**config.mk**
```make
export PLATFORM = sky130hd
export DESIGN_NAME = load_store_unit
export DESIGN_NICKNAME = d
export VERILOG_FILES = /design/src/rtl/lsu_pkg.sv /design/src/rtl/lsu_align.sv /design/src/rtl/load_store_unit.sv
export SDC_FILE = /design/constraint.sdc
export NUM_CORES = 1
export LEC_CHECK = 0
export BUFFER_PORTS_ARGS = -buffer_cell sky130_fd_sc_hd__buf_2
export CORE_AREA = 3 3 143 145
export DETAILED_ROUTE_END_ITERATION = 10
export DIE_AREA = 0 0 146 148
export PLACE_DENSITY = 0.66
export SLEW_MARGIN = 0
export SYNTH_ARGS = -nofsm -noshare
export SYNTH_HDL_FRONTEND = slang
export SYNTH_HIERARCHICAL = 1
export SYNTH_SLANG_ARGS = --single-unit
```
**constraint.sdc**
```tcl
create_clock -name clk -period 2.6 [get_ports clk]
set_clock_uncertainty 0.15 [all_clocks]
set_input_delay 0.65 -clock clk [delete_from_list [all_inputs] [get_ports clk]]
set_output_delay 0.65 -clock clk [all_outputs]
set_load 0.01 [all_outputs]
```
**src/rtl/lsu_pkg.sv**
```systemverilog
// Shared encodings for the load/store unit: access sizes, FSM states and
// the default data-memory depth.
package lsu_pkg;

    localparam int unsigned MEM_WORDS_DEFAULT = 64;

    localparam logic [1:0] SZ_BYTE    = 2'b00;
    localparam logic [1:0] SZ_HALF    = 2'b01;
    localparam logic [1:0] SZ_WORD    = 2'b10;
    localparam logic [1:0] SZ_ILLEGAL = 2'b11;

    typedef enum logic [1:0] {
        IDLE = 2'b00,
        RD   = 2'b01,
        WR   = 2'b10,
        RESP = 2'b11
    } lsu_state_e;

    // Alignment rule: halves need an even address, words a multiple of four.
    function automatic logic is_misaligned(input logic [1:0] size,
                                           input logic [1:0] addr_lo);
        logic bad;
        bad = 1'b0;
        if (size == SZ_HALF && addr_lo[0])
            bad = 1'b1;
        if (size == SZ_WORD && addr_lo != 2'b00)
            bad = 1'b1;
        return bad;
    endfunction

endpackage

```
**src/rtl/lsu_align.sv**
```systemverilog
// Byte-lane steering for the LSU: load extract/extend and the
// read-modify-write merge used by sub-word stores.
module lsu_align
    import lsu_pkg::*;
(
    input  logic [1:0]  size,
    input  logic [1:0]  addr_lo,
    input  logic        is_unsigned,
    input  logic [31:0] wdata,
    input  logic [31:0] rdata,
    output logic [31:0] load_data,
    output logic [31:0] merged
);

    logic [7:0]  ld_byte;
    logic [15:0] ld_half;

    always_comb begin
        // NOTE: every combinational output gets a default before the case so no path leaves it unassigned (no latch).
        ld_byte   = rdata[{addr_lo, 3'b000} +: 8];
        ld_half   = rdata[{addr_lo[1], 4'b0000} +: 16];
        load_data = rdata;
        case (size)
            SZ_BYTE: load_data = is_unsigned ? {24'h0, ld_byte}
                                             : {{24{ld_byte[7]}}, ld_byte};
            SZ_HALF: load_data = is_unsigned ? {16'h0, ld_half}
                                             : {{16{ld_half[15]}}, ld_half};
            default: load_data = rdata;
        endcase
    end

    // Untouched lanes keep the word just read, since the memory has no byte enables.
    always_comb begin
        merged = rdata;
        case (size)
            SZ_BYTE: merged[{addr_lo, 3'b000} +: 8]     = wdata[7:0];
            SZ_HALF: merged[{addr_lo[1], 4'b0000} +: 16] = wdata[15:0];
            default: merged = wdata;
        endcase
    end

endmodule

```
**src/rtl/load_store_unit.sv**
```systemverilog
// Load/store initiator: one outstanding byte/half/word access, read-modify-write
// for sub-word stores, valid/ready response with error reporting.
module load_store_unit
    import lsu_pkg::*;
#(
    parameter int unsigned MEM_WORDS = MEM_WORDS_DEFAULT
) (
    input  logic        clk,
    input  logic        reset_n,

    input  logic        req_valid,
    output logic        req_ready,
    input  logic        req_write,
    input  logic [1:0]  req_size,
    input  logic        req_unsigned,
    input  logic [31:0] req_addr,
    input  logic [31:0] req_wdata,

    output logic        rsp_valid,
    input  logic        rsp_ready,
    output logic [31:0] rsp_rdata,
    output logic        rsp_error,

    output logic        mem_read,
    output logic        mem_write,
    output logic [31:0] mem_addr,
    output logic [31:0] mem_wdata,
    input  logic [31:0] mem_rdata
);

    lsu_state_e  state_q, state_d;
    logic [31:0] addr_q, addr_d;
    logic [1:0]  size_q, size_d;
    logic        write_q, write_d;
    logic        unsigned_q, unsigned_d;
    logic        error_q, error_d;
    logic [31:0] wdata_q, wdata_d;
    logic [31:0] rdata_q, rdata_d;

    logic        req_err;
    logic [31:0] load_data;
    logic [31:0] merged;

    lsu_align u_align (
        .size        (size_q),
        .addr_lo     (addr_q[1:0]),
        .is_unsigned (unsigned_q),
        .wdata       (wdata_q),
        .rdata       (mem_rdata),
        .load_data   (load_data),
        .merged      (merged)
    );

    always_comb begin
        req_err = 1'b0;
        if (req_size == SZ_ILLEGAL)
            req_err = 1'b1;
        if (is_misaligned(req_size, req_addr[1:0]))
            req_err = 1'b1;
        if ({2'b00, req_addr[31:2]} >= MEM_WORDS)
            req_err = 1'b1;
    end

    always_comb begin
        state_d    = state_q;
        addr_d     = addr_q;
        size_d     = size_q;
        write_d    = write_q;
        unsigned_d = unsigned_q;
        error_d    = error_q;
        wdata_d    = wdata_q;
        rdata_d    = rdata_q;

        case (state_q)
            IDLE: begin
                if (req_valid) begin
                    addr_d     = req_addr;
                    size_d     = req_size;
                    write_d    = req_write;
                    unsigned_d = req_unsigned;
                    wdata_d    = req_wdata;
                    error_d    = req_err;
                    rdata_d    = 32'h0;
                    if (req_err)
                        state_d = RESP;
                    else if (req_write && req_size == SZ_WORD)
                        state_d = WR;
                    else
                        state_d = RD;
                end
            end
            RD: begin
                // wdata_q is reused to hold the merged word for the following WR.
                if (write_q) begin
                    wdata_d = merged;
                    state_d = WR;
                end else begin
                    rdata_d = load_data;
                    state_d = RESP;
                end
            end
            WR: begin
                state_d = RESP;
            end
            RESP: begin
                if (rsp_ready)
                    state_d = IDLE;
            end
            default: begin
                state_d = IDLE;
            end
        endcase
    end

    always_ff @(posedge clk or negedge reset_n) begin
        if (!reset_n) begin
            state_q    <= IDLE;
            addr_q     <= 32'h0;
            size_q     <= SZ_BYTE;
            write_q    <= 1'b0;
            unsigned_q <= 1'b0;
            error_q    <= 1'b0;
            wdata_q    <= 32'h0;
            rdata_q    <= 32'h0;
        end else begin
            // NOTE: non-blocking assignments so every flop samples pre-edge values regardless of statement order.
            state_q    <= state_d;
            addr_q     <= addr_d;
            size_q     <= size_d;
            write_q    <= write_d;
            unsigned_q <= unsigned_d;
            error_q    <= error_d;
            wdata_q    <= wdata_d;
            rdata_q    <= rdata_d;
        end
    end

    // Outputs decode from the state register alone, so reset drops them without a clock.
    always_comb begin
        req_ready = (state_q == IDLE);
        rsp_valid = (state_q == RESP);
        rsp_rdata = (state_q == RESP) ? rdata_q : 32'h0;
        rsp_error = (state_q == RESP) && error_q;
        mem_read  = (state_q == RD);
        mem_write = (state_q == WR);
        mem_addr  = (state_q == RD || state_q == WR) ? {2'b00, addr_q[31:2]} : 32'h0;
        mem_wdata = (state_q == WR) ? wdata_q : 32'h0;
    end

    strobes_exclusive: assert property (@(posedge clk) disable iff (!reset_n)
        !(mem_read && mem_write));

endmodule
```
==> impl_summary.log <==
[metrics] unrepaired setup endpoints after global routing: false
[metrics] setup bufs post-CTS: 0
[metrics] effective utilization at floorplan: 34.9%
[metrics] synthesized instance count: 712
[metrics] post-detailed-route wirelength per cell: 18.8 um
[metrics] number of sinks on the clock net: ~100
[metrics] routed wire length: 21.8 mm
[metrics] multi-input logic area: between 0.003 and 0.004 sq mm
[metrics] Slew @ Worst Pin: 1.03 ns
[metrics] most used cells in the layout excluding fill and tap cells: buf_2 (201), dfrtp_1 (102), and2_1 (95), a21oi_1 (86), nor2_1 (54)
[metrics] antenna viol nets, final: 0
[metrics] global-route usage over all layers: 19.3%
[metrics] number of clock buffers inserted by TritonCTS: 9
[metrics] fraction of synthesis flops using an asynchronous set or reset pin: 100%
[metrics] largest buffer count on any clock path: 2
[metrics] CP Capture Type: primary output
[metrics] vias per inst: 5.27
[metrics] CTS H-Tree Depth: 3
[metrics] Top FF cell, synth: dfrtp_1
[metrics] Static Leakage: 3.97 nW
[metrics] Resized Gates After CTS: 0
[metrics] Area Growth Syn to Fin: 21.8%
[metrics] filler instances: 1951
[metrics] wire length of the first global-routing pass: 33.0 mm
[metrics] required time at the worst-slack endpoint: 1.80 ns
[metrics] post-synthesis area per instance: 9.47 sq um
[metrics] Starting DRT DRC Count: 608
[metrics] cts hold-fix bufs: 0
[metrics] Tmin final: about 2.5 ns
[metrics] worst skew pair latency: about 0.36 ns
[metrics] share of final-layout standard cells stronger than drive strength 1: 34.5%
[metrics] worst hold path type: in2async
[metrics] Max Clk Rate: 400 MHz
[metrics] worst slew margin relative to its limit: a little under a third
[metrics] hold slack: 0.0258 ns
[metrics] count of port buffers added during placement: 202
[metrics] startpoint kind of the worst setup timing path: flop
[metrics] residual overflow from global routing: 0
[metrics] power density over the cells: 1330 mW/mm^2
[metrics] post-synth cell types: 53
[metrics] Chip Width: between 100 and 150 um
[metrics] number of hold violations in the final report: 0
[metrics] Final HPWL DP: 16.1 mm
[metrics] slowest CP cell: dfrtp_1
[metrics] ports placed on the boundary: 205
[metrics] Post-synth EDFFs: 0
[metrics] arrival time of data at the critical path endpoint: 1.70 ns
[metrics] count of vias placed by the detailed router: 6120
[metrics] CTS tree: done
[metrics] critical path fanouts, max: 34
[metrics] vias in the first global route: approximately 5900
[metrics] net total in the final layout: 1002
[metrics] Netlist Area Pre-Place: 0.00674 sq mm
[metrics] number of max-capacitance violations reported: 0
[metrics] antenna violations before repair: 5
[metrics] global placer's final weighted congestion: 0.880
[metrics] largest incremental delay on the critical path: roughly 0.41 ns
[metrics] drt first pass iters: 5
[metrics] area of the core region: 0.0193 sq mm
[metrics] Total Negative Setup Slacks: 0 ns
[metrics] cells traversed along the worst timing path: inv_1 -> ha_1 -> buf_4 -> and2_1 -> buf_2
[metrics] die area: 0.0216 sq mm
[metrics] type of the worst setup path: reg2out
[metrics] Seq/Total Area, Yosys: 38.2%
[metrics] total of endpoints with negative setup slack in the final report: 0
[metrics] max-slew violation count: 0
[metrics] result of the run: completed
[metrics] Die Ht: ~150 um
[metrics] register bit total from synthesis: 103
[metrics] final core area utilization: 42.5%
[metrics] number of remaining DRC errors: 0
[metrics] most common cell after layout, fill and taps aside: buf_2
[metrics] row count: between 50 and 60
[metrics] largest vdd supply drop: 0.529 mV
[metrics] CTS clk-pin slew, worst paths: 0.08 ns
[metrics] largest net degree at the start of global routing: 52
[metrics] FF/Latch Area: 0.00258 sq mm
[metrics] Root Buffer: clkbuf_16
[metrics] count of synthesis-stage warnings from yosys: 6
[metrics] period utilization: 96.1%
## cell usage after synthesis, drive strengths merged (3+ instances only)
| master | n | share of area, % |
|---|---|---|
| mux2i | 52 | 7.8 |
| nand2 | 52 | 2.9 |
| nor4 | 7 | 0.74 |
| a22o | 49 | 6.6 |
| a222oi | 7 | 1.0 |
| ha | 9 | 1.7 |
| a21oi | 87 | 6.5 |
| a21o | 4 | 0.56 |
| dfrtp | 103 | 38 |
| nor2 | 55 | 3.2 |
| mux2 | 39 | 6.5 |
| and2 | 95 | 8.8 |
| nand2b | 9 | 0.95 |
| o21ai | 22 | 1.6 |
| inv | 7 | 0.39 |
| a221o | 3 | 0.45 |
| clkbuf | 19 | 1.1 |
| a22oi | 14 | 1.6 |
| a211o | 6 | 0.78 |
| nor3 | 4 | 0.46 |
| nor2b | 3 | 0.39 |
| nor3b | 3 | 0.33 |
| buf | 42 | 4.7 |
## worst max-delay path, delay by kind of cell, from the launching register on
family	cells	cell delay, ns
adders and majority gates	1	0.16
buffers and inverters	3	0.55
DFF	1	0.41
and+or+nand+nor	1	0.21
## sequential cells by signal (all words and copies together) (netlist names)
register    cells
addr_q         32
error_q         1
rdata_q        32
size_q          2
state_q         2
unsigned_q      1
wdata_q        32
write_q         1
## logic make-up (layout without fill, tap and decap cells)
kind of cell	Yosys count	after routing	share of synthesized area, %
adder cells (fa/ha/maj)	9	9	1.67
flip-flops	103	103	38.2
buffers and inverters	68	248	6.16
AND/OR/NAND/NOR	239	240	19.1
multiplexers	91	91	14.3
AO/OA/AOI/OAI	201	201	20.4
other	1	4	0.0556
## worst paths after layout
check / from / to / slack [ns] / cells after the start
max reg2reg: addr_q[1]$_DFFE_PN0P_ / rdata_q[12]$_DFFE_PN0P_ / 0.25 / 7
min: reset_n / addr_q[21]$_DFFE_PN0P_ / 0.03 / 1
min reg2reg: rdata_q[18]$_DFFE_PN0P_ / rdata_q[18]$_DFFE_PN0P_ / 0.35 / 1
max in group asynchronous: reset_n / rdata_q[30]$_DFFE_PN0P_ / 1.57 / 2
max: state_q[0]$_DFFE_PN0P_ / mem_wdata[25] / 0.10 / 5
min in group clk: rdata_q[18]$_DFFE_PN0P_ / rdata_q[18]$_DFFE_PN0P_ / 0.35 / 1
## final cells by class
cell class                      count  area share (%)
Antenna cell                        2          0.0609
Clock buffer                        9            2.74
Clock inverter                      7           0.883
Inverter                            7           0.320
Multi-Input combinational cell    543            45.8
Sequential cell                   103            31.4
Tap cell                          265            4.04
Timing Repair Buffer              225            14.7
## stage by stage
stage	power (mW)	instance area, sq um	setup WS [ns]	std cells
6_report	10.9	8220	0.102	1161
5_1_grt	11.7	8220	0.0134	1161
4_1_cts	10.9	8210	0.0947	1158
3_5_place_dp	9.48	7910	0.153	1142
3_3_place_gp	9.39	7910	0.185	1142
2_1_floorplan	7.63	6750	0.149	713
## power breakdown
part / internal, mW / switching, mW
combinational: 2.89 / 3.65
clock: 0.683 / 0.697
sequential: 2.31 / 0.708
## routing by layer
layer,routed length [um],vias to the layer above,global-route usage (%)
li1,-,2888,-
met1,9380,2903,26.2
met2,9890,280,30.8
met3,1910,43,4.81
met4,576,6,5.69
met5,28,-,0
(Power assumes the default switching activity.)
